--- config.mk ---
export PLATFORM = sky130hd
export DESIGN_NAME = mult_acc_stage_flat
export DESIGN_NICKNAME = d
export VERILOG_FILES = /design/src/rtl/mult_pkg.sv /design/src/rtl/mult_acc_stage_if.sv /design/src/rtl/mult_acc_in_stage.sv /design/src/rtl/mult_acc_stage.sv /design/src/flat_wrapper.sv
export SDC_FILE = /design/constraint.sdc
export NUM_CORES = 1
export LEC_CHECK = 0
export CAP_MARGIN = 20
export CORE_MARGIN = 8
export CORE_UTILIZATION = 40
export DETAILED_ROUTE_END_ITERATION = 10
export HOLD_SLACK_MARGIN = 0.1
export PLACE_DENSITY = 0.66
export SETUP_SLACK_MARGIN = 0.4
export SLEW_MARGIN = 20
export SYNTH_ARGS = -nofsm -noshare
export SYNTH_HDL_FRONTEND = slang
export SYNTH_SLANG_ARGS = --single-unit
--- constraint.sdc ---
create_clock -name clk -period 3.4 [get_ports clk]
set_input_delay 0.68 -clock clk [delete_from_list [all_inputs] [get_ports clk]]
set_output_delay 0.68 -clock clk [all_outputs]
set_load 0.01 [all_outputs]
--- src/rtl/mult_pkg.sv ---
// Shared widths and FSM encoding for the multiplier accumulate stage.
// Imported by the interface, the input register and the top.
package mult_pkg;

  localparam int PROD_W     = 128;
  localparam int ACC_W_DEF  = 136;
  localparam int CNT_W_DEF  = 9;

  typedef enum logic [1:0] {
    ACC   = 2'd0,
    FLUSH = 2'd1,
    HOLD  = 2'd2
  } acc_state_t;

endpackage

--- src/rtl/mult_acc_stage_if.sv ---
// Product-in / group-sum-out handshake bundle; master is the producer/consumer side,
// slave is the accumulate stage.
interface mult_acc_stage_if
  import mult_pkg::*;
#(
  parameter int P_W = PROD_W,
  parameter int A_W = ACC_W_DEF,
  parameter int C_W = CNT_W_DEF
);

  logic           in_valid;
  logic           in_ready;
  logic [P_W-1:0] in_data;
  logic           in_last;
  logic           out_valid;
  logic           out_ready;
  logic [A_W-1:0] out_data;
  logic [C_W-1:0] out_count;
  logic           out_ovf;

  modport master (
    output in_valid, in_data, in_last, out_ready,
    input  in_ready, out_valid, out_data, out_count, out_ovf
  );

  modport slave (
    input  in_valid, in_data, in_last, out_ready,
    output in_ready, out_valid, out_data, out_count, out_ovf
  );

endinterface

--- src/rtl/mult_acc_in_stage.sv ---
// Input register: captures a product and its last flag on every accepted beat.
// One cycle latency; never stalls, acceptance is gated only by the caller's ready.
module mult_acc_in_stage
  import mult_pkg::*;
(
  input  logic              clk,
  input  logic              rst_n,
  input  logic              in_valid,
  input  logic              in_ready,
  input  logic [PROD_W-1:0] in_data,
  input  logic              in_last,
  output logic              accept,
  output logic              s1_valid,
  output logic [PROD_W-1:0] s1_data,
  output logic              s1_last
);

  logic              s1_valid_d, s1_valid_q;
  logic [PROD_W-1:0] s1_data_d,  s1_data_q;
  logic              s1_last_d,  s1_last_q;

  assign accept = in_valid & in_ready;

  always_comb begin
    s1_valid_d = accept;
    s1_data_d  = s1_data_q;
    s1_last_d  = s1_last_q;
    if (accept) begin
      s1_data_d = in_data;
      s1_last_d = in_last;
    end
  end

  always_ff @(posedge clk or negedge rst_n) begin
    if (!rst_n) begin
      s1_valid_q <= 1'b0;
      s1_data_q  <= '0;
      s1_last_q  <= 1'b0;
    end else begin
      s1_valid_q <= s1_valid_d;
      s1_data_q  <= s1_data_d;
      s1_last_q  <= s1_last_d;
    end
  end

  assign s1_valid = s1_valid_q;
  assign s1_data  = s1_data_q;
  assign s1_last  = s1_last_q;

endmodule

--- src/rtl/mult_acc_stage.sv ---
// Registers multiplier products and sums each IN_LAST-terminated group into a wide accumulator.
// 1 beat/cycle in; result valid two edges after the last beat; input held off until result taken.
module mult_acc_stage
  import mult_pkg::*;
#(
  parameter int ACC_W = ACC_W_DEF,
  parameter int CNT_W = CNT_W_DEF
)(
  input  logic           clk,
  input  logic           rst_n,
  mult_acc_stage_if.slave bus
);

  if (ACC_W < PROD_W) begin : g_bad_acc_w
    $error("ACC_W must be at least PROD_W");
  end

  acc_state_t        state_q;
  logic              in_ready_q;
  logic              out_valid_q;
  logic              accept;
  logic              s1_valid;
  logic              s1_last;
  logic [PROD_W-1:0] s1_data;
  logic              out_hs;

  logic [ACC_W-1:0]  acc_d, acc_q;
  logic [CNT_W-1:0]  cnt_d, cnt_q;
  logic              ovf_d, ovf_q;
  logic [ACC_W:0]    s1_ext;
  logic [ACC_W:0]    sum_w;

  mult_acc_in_stage u_in_stage (
    .clk      (clk),
    .rst_n    (rst_n),
    .in_valid (bus.in_valid),
    .in_ready (in_ready_q),
    .in_data  (bus.in_data),
    .in_last  (bus.in_last),
    .accept   (accept),
    .s1_valid (s1_valid),
    .s1_data  (s1_data),
    .s1_last  (s1_last)
  );

  assign out_hs = out_valid_q & bus.out_ready;

  // One spare bit on the adder holds the carry that feeds the sticky overflow flag.
  assign s1_ext = {{(ACC_W + 1 - PROD_W){1'b0}}, s1_data};
  assign sum_w  = {1'b0, acc_q} + s1_ext;

  always_comb begin
    acc_d = acc_q;
    cnt_d = cnt_q;
    ovf_d = ovf_q;
    if (out_hs) begin
      acc_d = '0;
      cnt_d = '0;
      ovf_d = 1'b0;
    end else if (s1_valid) begin
      acc_d = sum_w[ACC_W-1:0];
      ovf_d = ovf_q | sum_w[ACC_W];
      if (cnt_q != {CNT_W{1'b1}}) begin
        cnt_d = cnt_q + CNT_W'(1);
      end
    end
  end

  always_ff @(posedge clk or negedge rst_n) begin
    if (!rst_n) begin
      acc_q <= '0;
      cnt_q <= '0;
      ovf_q <= 1'b0;
    end else begin
      acc_q <= acc_d;
      cnt_q <= cnt_d;
      ovf_q <= ovf_d;
    end
  end

  // The first HOLD cycle lets the final sum settle before OUT_VALID rises.
  always_ff @(posedge clk or negedge rst_n) begin
    if (!rst_n) begin
      state_q     <= ACC;
      in_ready_q  <= 1'b1;
      out_valid_q <= 1'b0;
    end else begin
      case (state_q)
        ACC: begin
          if (accept && bus.in_last) begin
            state_q    <= FLUSH;
            in_ready_q <= 1'b0;
          end
        end
        FLUSH: begin
          if (s1_valid && s1_last) begin
            state_q <= HOLD;
          end
        end
        HOLD: begin
          if (out_hs) begin
            state_q     <= ACC;
            in_ready_q  <= 1'b1;
            out_valid_q <= 1'b0;
          end else begin
            out_valid_q <= 1'b1;
          end
        end
        default: begin
          state_q     <= ACC;
          in_ready_q  <= 1'b1;
          out_valid_q <= 1'b0;
        end
      endcase
    end
  end

  assign bus.in_ready  = in_ready_q;
  assign bus.out_valid = out_valid_q;
  assign bus.out_data  = acc_q;
  assign bus.out_count = cnt_q;
  assign bus.out_ovf   = ovf_q;

endmodule
--- src/flat_wrapper.sv ---
// flat-port wrapper written by rule: the top's interface ports become plain ports
module mult_acc_stage_flat import mult_pkg::*;
#(
  parameter int ACC_W = ACC_W_DEF,
  parameter int CNT_W = CNT_W_DEF
)
  (clk, rst_n, bus_in_valid, bus_in_data, bus_in_last, bus_out_ready, bus_in_ready, bus_out_valid, bus_out_data, bus_out_count, bus_out_ovf);
  mult_acc_stage_if bus_i ();
  input  logic clk;
  input  logic rst_n;
  input wire logic [$bits(bus_i.in_valid)-1:0] bus_in_valid;
  input wire logic [$bits(bus_i.in_data)-1:0] bus_in_data;
  input wire logic [$bits(bus_i.in_last)-1:0] bus_in_last;
  input wire logic [$bits(bus_i.out_ready)-1:0] bus_out_ready;
  output wire logic [$bits(bus_i.in_ready)-1:0] bus_in_ready;
  output wire logic [$bits(bus_i.out_valid)-1:0] bus_out_valid;
  output wire logic [$bits(bus_i.out_data)-1:0] bus_out_data;
  output wire logic [$bits(bus_i.out_count)-1:0] bus_out_count;
  output wire logic [$bits(bus_i.out_ovf)-1:0] bus_out_ovf;
  assign bus_i.in_valid = bus_in_valid;
  assign bus_i.in_data = bus_in_data;
  assign bus_i.in_last = bus_in_last;
  assign bus_i.out_ready = bus_out_ready;
  assign bus_in_ready = bus_i.in_ready;
  assign bus_out_valid = bus_i.out_valid;
  assign bus_out_data = bus_i.out_data;
  assign bus_out_count = bus_i.out_count;
  assign bus_out_ovf = bus_i.out_ovf;
  mult_acc_stage #(.ACC_W(ACC_W), .CNT_W(CNT_W)) u_core (.clk(clk), .rst_n(rst_n), .bus(bus_i));
endmodule
# Yosys cells after proc, flatten, opt, wreduce, memory -nomap -nowiden
# Index checks and enable logic that the tools add are counted.
[word_totals]
inputBits = 133
register_bits = 280
output_inout_bits = 148
ram_bits = 0
memories = 0
latch_bits = 0
mem_bits_ro = 0
[op_classes]
n_lt_le_gt_ge = 0
mul = 0
eq_ne = 6
add_sub_neg = 2
shifts = 0
n_mux = 16
n_bitwise = 4
reduce_logical = 9
div = 0
[op_table]
columns = ["op", "count"]
rows = [
  ["136-bit 2-to-1 mux", 2],
  ["136-bit by 128-bit adder with 137-bit output", 1],
  ["9-bit 2-to-1 mux", 3],
  ["9-bit by 1-bit adder with 9-bit output (second input constant)", 1],
  ["9-bit inequality test (second input constant)", 1],
  ["2-bit 2-to-1 mux", 3],
  ["2-bit by 1-bit inequality test with 1-bit output (second input constant)", 3],
  ["2-bit case mux with 3 select lines", 1],
  ["3-bit AND reduction", 2],
  ["1-bit 2-to-1 mux", 5],
  ["2-bit nonzero test", 2],
  ["1-bit case mux with 3 select lines", 1],
  ["1-bit bitwise AND", 2],
  ["2-bit by 1-bit equality test with 1-bit output (second input constant)", 1],
  ["2-bit equality test (second input constant)", 1],
  ["1-bit logical AND", 2],
  ["2-bit logical NOT", 1],
  ["1-bit case mux with 2 select lines", 1],
  ["2-bit AND reduction", 1],
  ["2-bit OR reduction", 1],
  ["1-bit inverter", 1],
  ["1-bit OR", 1],
]

# Logic depth before layout (Yosys ltp)
[depth]
depth_word = 4
mapped_depth = 14

# Modules after synthesis
# A second synthesis with hierarchy kept.
[hier_totals]
hier_cells = 2123
area_unflattened_um2 = 19997.9
[by_module_without_submodules]
columns = ["module", "area_each_um2", "cells_per_inst", "seq_area_each_um2", "instances"]
rows = [
  ["mult_acc_stage", 14665.3, 1848, 3754.9, 1],
  ["mult_acc_in_stage", 5332.6, 275, 3253.1, 1],
]

# Worst setup path before layout
# Ideal clock, no wire load.
[synth_path]
path_kind = "register -> register"
from = "register u_core.acc_q[0] (netlist: u_core.bus.out_data[0])"
to = "register u_core.acc_q[68] (netlist: u_core.bus.out_data[68])"
path_slack_ps = 129
setup_time_ps = 120
period_less_slack_ps = 3271
n_path_buf = 0
required_time_ps = 3280
arrival_ps = 3151
stages_incl_launch_ff = 15
cell_sequence = "dfrtp_1 > ha_1 > fa_1 > a21oi_1 > nand4b_2 > a211oi_1 > nand4b_2 > a211oi_2 > o21bai_1 > a21bo_2 > a21boi_2 > o21bai_2 > a221oi_2 > mux2i_1 > nor2_1"
[synth_between]
elab_chain_cells = 3
[synth_rtl]
columns = ["item", "line_no", "text"]
rows = [
  ["from (decl)", "mult_acc_stage.sv:27", "logic [ACC_W-1:0] acc_d, acc_q;"],
  ["from (signal assigned)", "mult_acc_stage.sv:71", "acc_q <= '0;"],
  ["from (signal assigned)", "mult_acc_stage.sv:75", "acc_q <= acc_d;"],
  ["136-bit by 128-bit adder with 137-bit output", "mult_acc_stage.sv:50", "assign sum_w = {1'b0, acc_q} + s1_ext;"],
  ["136-bit 2-to-1 mux", "mult_acc_stage.sv:60", "end else if (s1_valid) begin"],
  ["136-bit 2-to-1 mux", "mult_acc_stage.sv:56", "if (out_hs) begin"],
]
# Every way passes these cells. The select of a mux whose other input is x is not followed.
# A chain may end at the register's enable or synchronous reset.

# Final worst setup path
[layout_path]
from = "register u_core.u_in_stage.s1_data_q[29] (netlist: u_core.u_in_stage.s1_data[29])"
to = "register u_core.acc_q[122] (netlist: u_core.bus.out_data[122])"
[layout_between]
elab_chain_cells = 3
[layout_rtl]
columns = ["item", "line_no", "text"]
rows = [
  ["from (decl)", "mult_acc_in_stage.sv:19", "logic [PROD_W-1:0] s1_data_d, s1_data_q;"],
  ["from (signal assigned)", "mult_acc_in_stage.sv:41", "s1_data_q <= s1_data_d;"],
  ["136-bit by 128-bit adder with 137-bit output", "mult_acc_stage.sv:50", ""],
  ["136-bit 2-to-1 mux", "mult_acc_stage.sv:60", ""],
  ["136-bit 2-to-1 mux", "mult_acc_stage.sv:56", ""],
]
# Every way passes these cells. The select of a mux whose other input is x is not followed.

==> reports/metrics.cfg <==
[die]
die_h_um = 237.8
dieArea_mm2 = 0.05657
num_rows = 81
core_region_area_mm2 = 0.04875
start_util_pct = 40.38
die_w_um = 237.8
ios = 281

[yosys]
synth_top_cell_by_area = dfrtp_1
synth_edf_count = 0
synthCells = 2194
syn_avg_cell_area_um2 = 8.973
syn_area_mm2 = 0.01969
syn-num-nets = 2458
yosysWarnings = 0
async_reset_ff_share_pct = 100.0
synth_seq_cells = 280
synth_ff_type = dfrtp_1
post_synth_main_area_contributors = dfrtp_1 35%, ha_1 8.3%, mux2_2 7.3%, a21oi_1 5.0%, nor2_1 4.4%
yosys.area.top_type_share_pct = 35.46
ys_types = 84
yosysSeqAreaShare_pct = 35.60

[cts]
numCtsBuffers = 34
postCtsHoldBufs = 0
clock_latency_ns = 0.56
cts_buffer_depth = 3
clock_sinks = 280
cts_root_buf = clkbuf_16
htree_levels = 2
clkTransAtPathRegs_ns = 0.06
cts_tree = done

[critical_path]
end_kind = flop
reg2reg_slack_ns = -0.04
crit_arrival_ns = 3.85
slowest_delay_ns = 0.47
setup.worst_path.class = flop to flop
cpMaxStageDelayCell = o41a_4
cp_cell_sequence = ha_4, buf_4, nand2_1, o21ai_0, a31o_2, o21ai_1, a31oi_2, a31oi_4, o31a_1, buf_6, o21ba_4, o41a_4, o31ai_4, xnor2_1, a21oi_1
worstPathRequired_ns = 3.82
cp-start-kind = flop
r2r_start = u_core.u_in_stage.s1_data[29]
reg2reg_to = u_core.bus.out_data[122]
crit_path_max_fanout = 4
rr_worst_depth = 15

[cells_and_area]
final_common_cell = buf_4
drive_gt1_share_pct = 36.71
diodes = 0
final_cell_mix = 453 x buf_4, 279 x clkdlybuf4s50_1, 275 x dfrtp_1
final_nets = 3203
syn2layout_area_growth_pct = 57.44
nFillCells = 3919
layout.cells.non_filler = 3625
fin_area_mm2 = 0.03099

[min_path]
hp-class = input pin to asynchronous set/reset pin

[grt]
grt-ovfl-total = 0
use_met2_pct = 44.28
antenna_found_initial = 0
gr-usage-all-layers_pct = 25.94
grt_pass1_vias = 20970
grt_pass1_wl_um = 117800
grt.busiest_layer = met2
use_met1_pct = 32.86
grt_use_met3_pct = 4.199
grt_max_degree = 100

[sta]
fin_crit_sh_pct = 101.1
skew_ns = 0.02796
drv_slew = 0
slew_headroom_pct = 29.41
setup_viol = 6
max_freq_mhz = 291.0
rsz0062_at_grt = yes
worst_pin_slew_ns = 1.059
fin_ws_ns = -0.03614
final.setup.tns_ns = -0.1056
hold_viol = 0
fin_crit_ns = 3.436

[placed_design]
io_buffers = 280
post-place-ws_ns = -0.3087
dp_hpwl_um = 57890
placed_area_mm2 = 0.02622
dp_cells = 3432
gp_congestion = 0.9724

[pwr]
swShare_pct = 35.73
p_per_area_mw_per_mm2 = 444.3
peakVddDrop_v = 0.0003862
intPower_uw = 8850
p_seq_share_pct = 32.9
p_switching_uw = 4919
leakage_uw = 0.01370
power_frac_comb_pct = 41.9
clockPowerShare_pct = 25.2

[routing]
routedWlPerCell_um = 21.23
drtIter0Drc = 1477
ant_nets = 0
totalWireLength_um = 76940
routed_via_density = 5.581
drcViolationCount = 0
drtPass1Iterations = 6
vias = 20230

[status]
outcome = finished, violations left
violations = setup timing

[run]
maxCapViolCount = 0

[worst max-delay path by stage]
stage / from / to / slack (ns) / depth (start not counted)
floorplan: u_core.bus.out_data[0] / u_core.bus.out_data[68] / 0.29 / 14
global placement: u_core.bus.out_data[7] / u_core.bus.out_data[110] / -0.33 / 15
detailed placement: u_core.bus.out_data[7] / u_core.bus.out_data[134] / -0.31 / 14
CTS: u_core.u_in_stage.s1_data[1] / u_core.bus.out_data[127] / -0.06 / 15
global route: u_core.u_in_stage.s1_data[29] / u_core.bus.out_data[122] / -0.20 / 15
finish: u_core.u_in_stage.s1_data[29] / u_core.bus.out_data[122] / -0.04 / 15
[synthesized netlist by cell type (40+ instances only)]
cell and count:
a21o_1 76, a21oi_1 198, clkbuf_1 83, dfrtp_1 279
ha_1 130, inv_1 40, mux2_2 128, mux2i_1 72
nand2_1 197, nand4_1 81, nor2_1 233, o21ai_0 145
xnor2_1 74, xor2_1 51
[critical path, delay by kind of cell (launching register included)]
family                     cells  cell delay (ns)
AOI/OAI and AO/OA             10             2.04
DFF                            1             0.43
adders and majority gates      1             0.32
buffers and inverters          2             0.26
xor gates and xnor gates       1             0.17
and+or+nand+nor                1             0.07
[layout make-up]
cell class	count	area, um2	area share (%)
Multi-Input combinational cell	1745	14540	46.90
Inverter	41	153.9	0.4965
Sequential cell	280	7015	22.64
Timing Repair Buffer	837	7432	23.98
Clock buffer	50	972.2	3.137
Tap cell	664	830.8	2.681
Clock inverter	8	52.55	0.1696
[metal layers]
| layer | part of all wire [%] | vias up |
|---|---|---|
| li1 | - | 9436 |
| met1 | 42 | 9944 |
| met2 | 48 | 686 |
| met3 | 5.9 | 165 |
| met4 | 3.6 | 0 |
| met5 | 0 | - |
[through the flow]
step	total power (uW)	utilization [%]	hold WS, ns
3_3_place_gp	9183	53.79	0.4809
5_1_grt	14450	63.58	0.2590
6_report	13770	63.58	0.1733
4_1_cts	13430	60.83	0.2060
3_5_place_dp	9287	53.79	0.5014
2_1_floorplan	7231	-	0.3844
[cell families (layout without fill, tap and decap cells)]
group | after synthesis | in the layout | share of synthesized area (%)
adders and majority gates | 131 | 131 | 8.364
xor gates and xnor gates | 125 | 125 | 5.561
and+or+nand+nor | 652 | 652 | 15.19
muxes | 200 | 200 | 10.98
buffers and inverters | 169 | 936 | 3.451
AOI/OAI and AO/OA | 637 | 637 | 20.85
DFF | 280 | 280 | 35.60
[state kept, by name (all words and copies together), names as in the netlist]
register	count
u_core.bus.in_ready	1
u_core.bus.out_count	9
u_core.bus.out_data	136
u_core.bus.out_ovf	1
u_core.bus.out_valid	1
u_core.state_q	2
u_core.u_in_stage.s1_data	128
u_core.u_in_stage.s1_last	1
u_core.u_in_stage.s1_valid	1
[repair_timing]
action | 4_1_cts | 5_1_grt
setup buffers | 76 | 59
resized for setup | 343 | 195
setup endpoints to repair | 96 | 98
pin swaps | 129 | 130
gates cloned | 0 | 0
[power by group through the flow]
stage	clock [uW]	combinational [uW]	sequential, uW
floorplan	0	2980	4250
global placement	0	4760	4420
CTS	3550	5380	4500
detailed placement	0	4830	4460
global route	3670	6190	4590
finish	3470	5770	4540
Power figures use the tool's default switching activity.
